===== src/rtl/ioctl_byte_streamer.sv =====
// Buffers 32-bit host words in a FIFO and replays them as byte-wide ioctl_wr
// strobes at sequential addresses, framed by ioctl_download and paced by ioctl_wait.
module ioctl_byte_streamer #(
  parameter int FIFO_DEPTH = 16,
  parameter int WR_GAP     = 4
) (
  input  logic        clk,
  input  logic        reset,
  input  logic        start,
  input  logic [15:0] start_index,
  input  logic        done,
  input  logic        in_valid,
  output logic        in_ready,
  input  logic [31:0] in_data,
  input  logic [2:0]  in_bytes,
  output logic        ioctl_download,
  output logic [15:0] ioctl_index,
  output logic        ioctl_wr,
  output logic [24:0] ioctl_addr,
  output logic [7:0]  ioctl_data,
  input  logic        ioctl_wait,
  output logic        busy
);

  localparam int PTR_W = $clog2(FIFO_DEPTH);
  localparam int CNT_W = PTR_W + 1;
  localparam int GAP_W = (WR_GAP > 1) ? $clog2(WR_GAP) : 1;

  typedef enum logic [2:0] {
    S_IDLE,
    S_FETCH,
    S_SEND,
    S_GAP,
    S_FLUSH
  } state_t;

  state_t state_reg, state_next;

  logic [34:0]      fifo_mem [FIFO_DEPTH];
  logic [PTR_W-1:0] wr_ptr_reg, rd_ptr_reg;
  logic [CNT_W-1:0] count_reg;
  logic             fifo_empty, fifo_full;
  logic             push, pop;
  logic [2:0]       norm_bytes;
  logic [34:0]      head_entry;

  logic [15:0]      index_reg;
  logic [24:0]      addr_reg;
  logic             download_reg;
  logic             done_seen_reg;
  logic [31:0]      shift_reg;
  logic [2:0]       bytes_left_reg;
  logic [GAP_W-1:0] gap_cnt_reg;
  logic             wr_strobe;

  // ---------------------------------------------------------------- FIFO
  assign fifo_empty = (count_reg == '0);
  assign fifo_full  = (count_reg == CNT_W'(FIFO_DEPTH));
  assign push       = in_valid && in_ready;
  assign pop        = (state_reg == S_FETCH) && !fifo_empty;
  assign head_entry = fifo_mem[rd_ptr_reg];

  // Byte count is normalised on entry so the serialiser only ever sees 1..4.
  assign norm_bytes = ((in_bytes == 3'd0) || (in_bytes > 3'd4)) ? 3'd4 : in_bytes;

  always_ff @(posedge clk) begin
    if (push) begin
      fifo_mem[wr_ptr_reg] <= {norm_bytes, in_data};
    end
  end

  always_ff @(posedge clk or posedge reset) begin
    if (reset) begin
      wr_ptr_reg <= '0;
      rd_ptr_reg <= '0;
      count_reg  <= '0;
    end else begin
      if (push) begin
        wr_ptr_reg <= wr_ptr_reg + PTR_W'(1);
      end
      if (pop) begin
        rd_ptr_reg <= rd_ptr_reg + PTR_W'(1);
      end
      if (push && !pop) begin
        count_reg <= count_reg + CNT_W'(1);
      end else if (pop && !push) begin
        count_reg <= count_reg - CNT_W'(1);
      end
    end
  end

  // ---------------------------------------------------------------- FSM
  always_ff @(posedge clk or posedge reset) begin
    if (reset) begin
      state_reg <= S_IDLE;
    end else begin
      state_reg <= state_next;
    end
  end

  always_comb begin
    state_next = state_reg;
    unique case (state_reg)
      S_IDLE: begin
        if (start) begin
          state_next = S_FETCH;
        end
      end
      S_FETCH: begin
        if (!fifo_empty) begin
          state_next = S_SEND;
        end else if (done_seen_reg) begin
          state_next = S_FLUSH;
        end
      end
      S_SEND: begin
        if (wr_strobe) begin
          state_next = S_GAP;
        end
      end
      S_GAP: begin
        // Leave as the counter reaches zero so the next strobe lands WR_GAP after this one.
        if (gap_cnt_reg <= GAP_W'(1)) begin
          state_next = (bytes_left_reg != 3'd0) ? S_SEND : S_FETCH;
        end
      end
      S_FLUSH: begin
        state_next = S_IDLE;
      end
      default: begin
        state_next = S_IDLE;
      end
    endcase
  end

  // Strobe is combinational on ioctl_wait so a busy sink blocks it in the same cycle.
  always_comb begin
    in_ready   = 1'b0;
    wr_strobe  = 1'b0;
    ioctl_data = 8'h00;
    if (state_reg != S_IDLE) begin
      in_ready = !fifo_full;
    end
    if ((state_reg == S_SEND) && !ioctl_wait && (gap_cnt_reg == '0)) begin
      wr_strobe  = 1'b1;
      ioctl_data = shift_reg[31:24];
    end
  end

  // ---------------------------------------------------------------- datapath
  always_ff @(posedge clk or posedge reset) begin
    if (reset) begin
      index_reg      <= '0;
      addr_reg       <= '0;
      download_reg   <= 1'b0;
      done_seen_reg  <= 1'b0;
      shift_reg      <= '0;
      bytes_left_reg <= '0;
      gap_cnt_reg    <= '0;
    end else begin
      if (state_reg == S_IDLE) begin
        done_seen_reg <= 1'b0;
        if (start) begin
          index_reg    <= start_index;
          addr_reg     <= '0;
          download_reg <= 1'b1;
        end
      end else if (done) begin
        done_seen_reg <= 1'b1;
      end

      if (state_reg == S_FLUSH) begin
        download_reg <= 1'b0;
      end

      if (pop) begin
        shift_reg      <= head_entry[31:0];
        bytes_left_reg <= head_entry[34:32];
      end

      if (wr_strobe) begin
        addr_reg       <= addr_reg + 25'd1;
        shift_reg      <= {shift_reg[23:0], 8'h00};
        bytes_left_reg <= bytes_left_reg - 3'd1;
        gap_cnt_reg    <= GAP_W'(WR_GAP - 1);
      end else if ((state_reg == S_GAP) && (gap_cnt_reg != '0)) begin
        gap_cnt_reg <= gap_cnt_reg - GAP_W'(1);
      end
    end
  end

  assign ioctl_wr       = wr_strobe;
  assign ioctl_download = download_reg;
  assign ioctl_index    = index_reg;
  assign ioctl_addr     = addr_reg;
  assign busy           = download_reg || !fifo_empty;

endmodule

===== config.mk =====
export PLATFORM = sky130hd
export DESIGN_NAME = ioctl_byte_streamer
export DESIGN_NICKNAME = d
export VERILOG_FILES = /design/src/rtl/ioctl_byte_streamer.sv
export SDC_FILE = /design/constraint.sdc
export NUM_CORES = 1
export LEC_CHECK = 0
export BUFFER_PORTS_ARGS = -buffer_cell sky130_fd_sc_hd__buf_2
export CAP_MARGIN = 20
export CORE_UTILIZATION = 61
export CTS_BUF_LIST = sky130_fd_sc_hd__clkbuf_16
export DETAILED_ROUTE_END_ITERATION = 16
export GPL_TIMING_DRIVEN = 0
export PLACE_DENSITY = 0.77
export SYNTH_ARGS = -nofsm -noshare
export SYNTH_HDL_FRONTEND = slang
export SYNTH_SLANG_ARGS = --single-unit

===== constraint.sdc =====
create_clock -name clk -period 5.9 [get_ports clk]
set_clock_uncertainty 0.1 [all_clocks]
set_input_delay 0.885 -clock clk [delete_from_list [all_inputs] [get_ports clk]]
set_output_delay 0.885 -clock clk [all_outputs]
set_load 0.005 [all_outputs]

==> results.ini <==
[outcome]
status=completed

[final_layout]
nNetsFinal=1566
area_growth_pct=15.6
ff_latch_area_mm2=0.0192
drive_above_1_share_pct=30.0
multiInputGateArea_mm2=0.00627
largest_reg_flops=560
final_cell_mix=edfxtp_1, buf_2, mux4_2
fill_cells=2402
final_common_cell=edfxtp_1

[place]
gp_congestion=0.816
place_hpwl_um=38000
port_buffers=109

[hold_path]
hold_path.class=input port to async pin

[clock_network]
cts_buffers=61
clock-root-buffer=clkbuf_16
cts_max_level=2
clkSinkCount=656
cts_setup_buffers=0
insertion_delay_ps=620
holdBufCountCts=0
cts_resized=0
cts_buffer_depth=3
cts_tree=yes
cts.clk_slew.worst_paths_ps=60

[timing]
rsz0062_at_grt=false
max_freq_mhz=246
period_needed_ps=4060
timing.final.crit_share_pct=68.8
slew_violations=0
maxSlewHeadroom_pct=21.2
worst_pin_slew_ps=1180
setup_viol=0
setup-tns-final_ps=0
hold_viol=0

[synthesis]
ys_seq_elements=656
synth.area.top_cells=edfxtp_1, mux4_2, dfrtp_1
yosys.area.top_type=edfxtp_1
ys.warnings.count=0
yosysUniqueCellTypes=54
yosys.area.top_type_share_pct=65.0
postSynthAreaPerCell_um2=20.2
synth.yosys.seq_area_share_pct=74.2
synth_cells=1280
synth_edf_count=560
synth_top_flop_cell=edfxtp_1
async_flop_share_pct=14.6
synthesis.area_mm2=0.0259
syn-num-nets=1353

[worst_setup_path]
cp-end-kind=primary output
crit_path_start_kind=register
critical_path_peak_fanout=10
worst_ep_arrival_time_ps=3070
critPathRequiredTime_ps=4910
worst-setup-path-type=register to primary output

[global_route]
grt_pass1_wl_um=90400
antenna_found_initial=5
grt_max_degree=59
grt_pass1_vias=14000
grt-ovfl-total=0
grt_use_total_pct=29.1

[pwr]
power.leakage_nw=10.3
powerDensity_mw_per_mm2=464
finalPower_mw=13.9
vdd.ir_drop.worst_mv=0.290

[floorplan]
rows=75
ioPinCount=110
die_h_um=208
die-area_mm2=0.0433
start_util_pct=61.7
fp.dieW_um=208
core_area_mm2=0.0419

[route]
dr.pass1.iters=6
drt_iter0_drc=1755
route.vias.total=13900
wl_per_cell_um=29.3
drt-total-wl_um=61200
drc=0
drt-vias-per-instance=6.68
ant_nets=0

[run]
maxCapViolCount=0

==> cells in the mapped netlist, types with 4 or more instances <==
| cell type | instances |
|---|---|
| buf_6 | 4 |
| dfrtp_1 | 96 |
| nand4_1 | 6 |
| mux4_1 | 5 |
| buf_12 | 5 |
| nand3_1 | 21 |
| nand2b_1 | 5 |
| inv_1 | 12 |
| mux2_2 | 20 |
| a211oi_2 | 6 |
| buf_2 | 25 |
| clkbuf_1 | 22 |
| ha_1 | 15 |
| nor2_1 | 22 |
| buf_4 | 11 |
| xnor2_1 | 8 |
| and2_1 | 11 |
| mux4_2 | 133 |
| nor3_1 | 7 |
| o211ai_1 | 6 |
| a21oi_1 | 11 |
| nor2b_1 | 30 |
| o221ai_1 | 9 |
| a211oi_1 | 43 |
| and4_1 | 6 |
| buf_1 | 4 |
| o21ai_0 | 19 |
| o31ai_1 | 6 |
| mux2i_1 | 55 |
| edfxtp_1 | 560 |
| nand2_1 | 37 |
| xor2_1 | 5 |
| a221o_1 | 25 |
==> cell type report <==
class                   count  area share, %
plain buffers              71           1.51
diodes                      2         0.0167
clock inverters            52           1.14
clock buffers              63           5.27
multi-input cells         539           21.0
inverters                  14          0.184
well taps                 539           2.25
flip-flops and latches    656           64.2
repair buffers            150           4.44
==> power by group <==
group | internal [mW] | leakage (nW) | switching [mW]
clock network | 2.10 | 1.01 | 1.68
registers | 5.66 | 6.28 | 0.291
logic | 1.87 | 3.04 | 2.30
==> through the flow <==
stage          instance area, um^2  instances  util [%]  hold slack [ps]  setup WS, ps
4_1_cts                      29900       2084      71.3              212          1850
5_1_grt                      29900       2086      71.3              247          1720
3_5_place_dp                 28000       1969      66.8              373          2080
3_3_place_gp                 27100       1928      64.6              365         -1950
2_1_floorplan                25900       1280         -              356          1500
6_report                     29900       2086      71.3              212          1840
==> worst max-delay path, stage by stage, from the launching register on <==
cell	delay, ps
dfrtp_1	380
inv_1	110
ha_1	280
nand4bb_4	170
or2_2	290
buf_2	220
inv_2	130
clkbuf_1	450
and2_1	280
buf_2	140
==> final timing paths <==
check,startpoint,depth (start not counted),end,slack (ps)
max reg2reg,count_reg[1]$_DFFE_PP0P_,12,count_reg[4]$_DFFE_PP0P_,2010
max in group asynchronous,reset,3,shift_reg[21]$_DFFE_PP0P_,4810
min in group clk,ioctl_addr[24]$_DFFE_PP0P_,1,ioctl_addr[24]$_DFFE_PP0P_,380
min reg2reg,ioctl_addr[24]$_DFFE_PP0P_,1,ioctl_addr[24]$_DFFE_PP0P_,380
min,reset,2,ioctl_addr[6]$_DFFE_PP0P_,210
max,gap_cnt_reg[0]$_DFFE_PP0P_,9,ioctl_data[5],1840
==> layer usage <==
layer  part of all wire (%)  global-route usage [%]  wire [um]
met1                     39                    42.3      23800
met2                     47                    45.3      29000
met3                     10                    5.03       6360
met4                    3.3                    10.5       2000
met5                  0.049                       0         30
==> cells by family after synthesis <==
family / after synthesis / share of synthesized area (%)
buffers and inverters: 85 / 1.94
multiplexers: 213 / 15.1
AO/OA/AOI/OAI: 136 / 4.05
flip-flops: 656 / 74.2
XOR/XNOR: 13 / 0.440
AND/OR/NAND/NOR: 161 / 3.45
adder cells (fa/ha/maj): 16 / 0.802
Note: power is estimated with default switching activity, not from simulation.
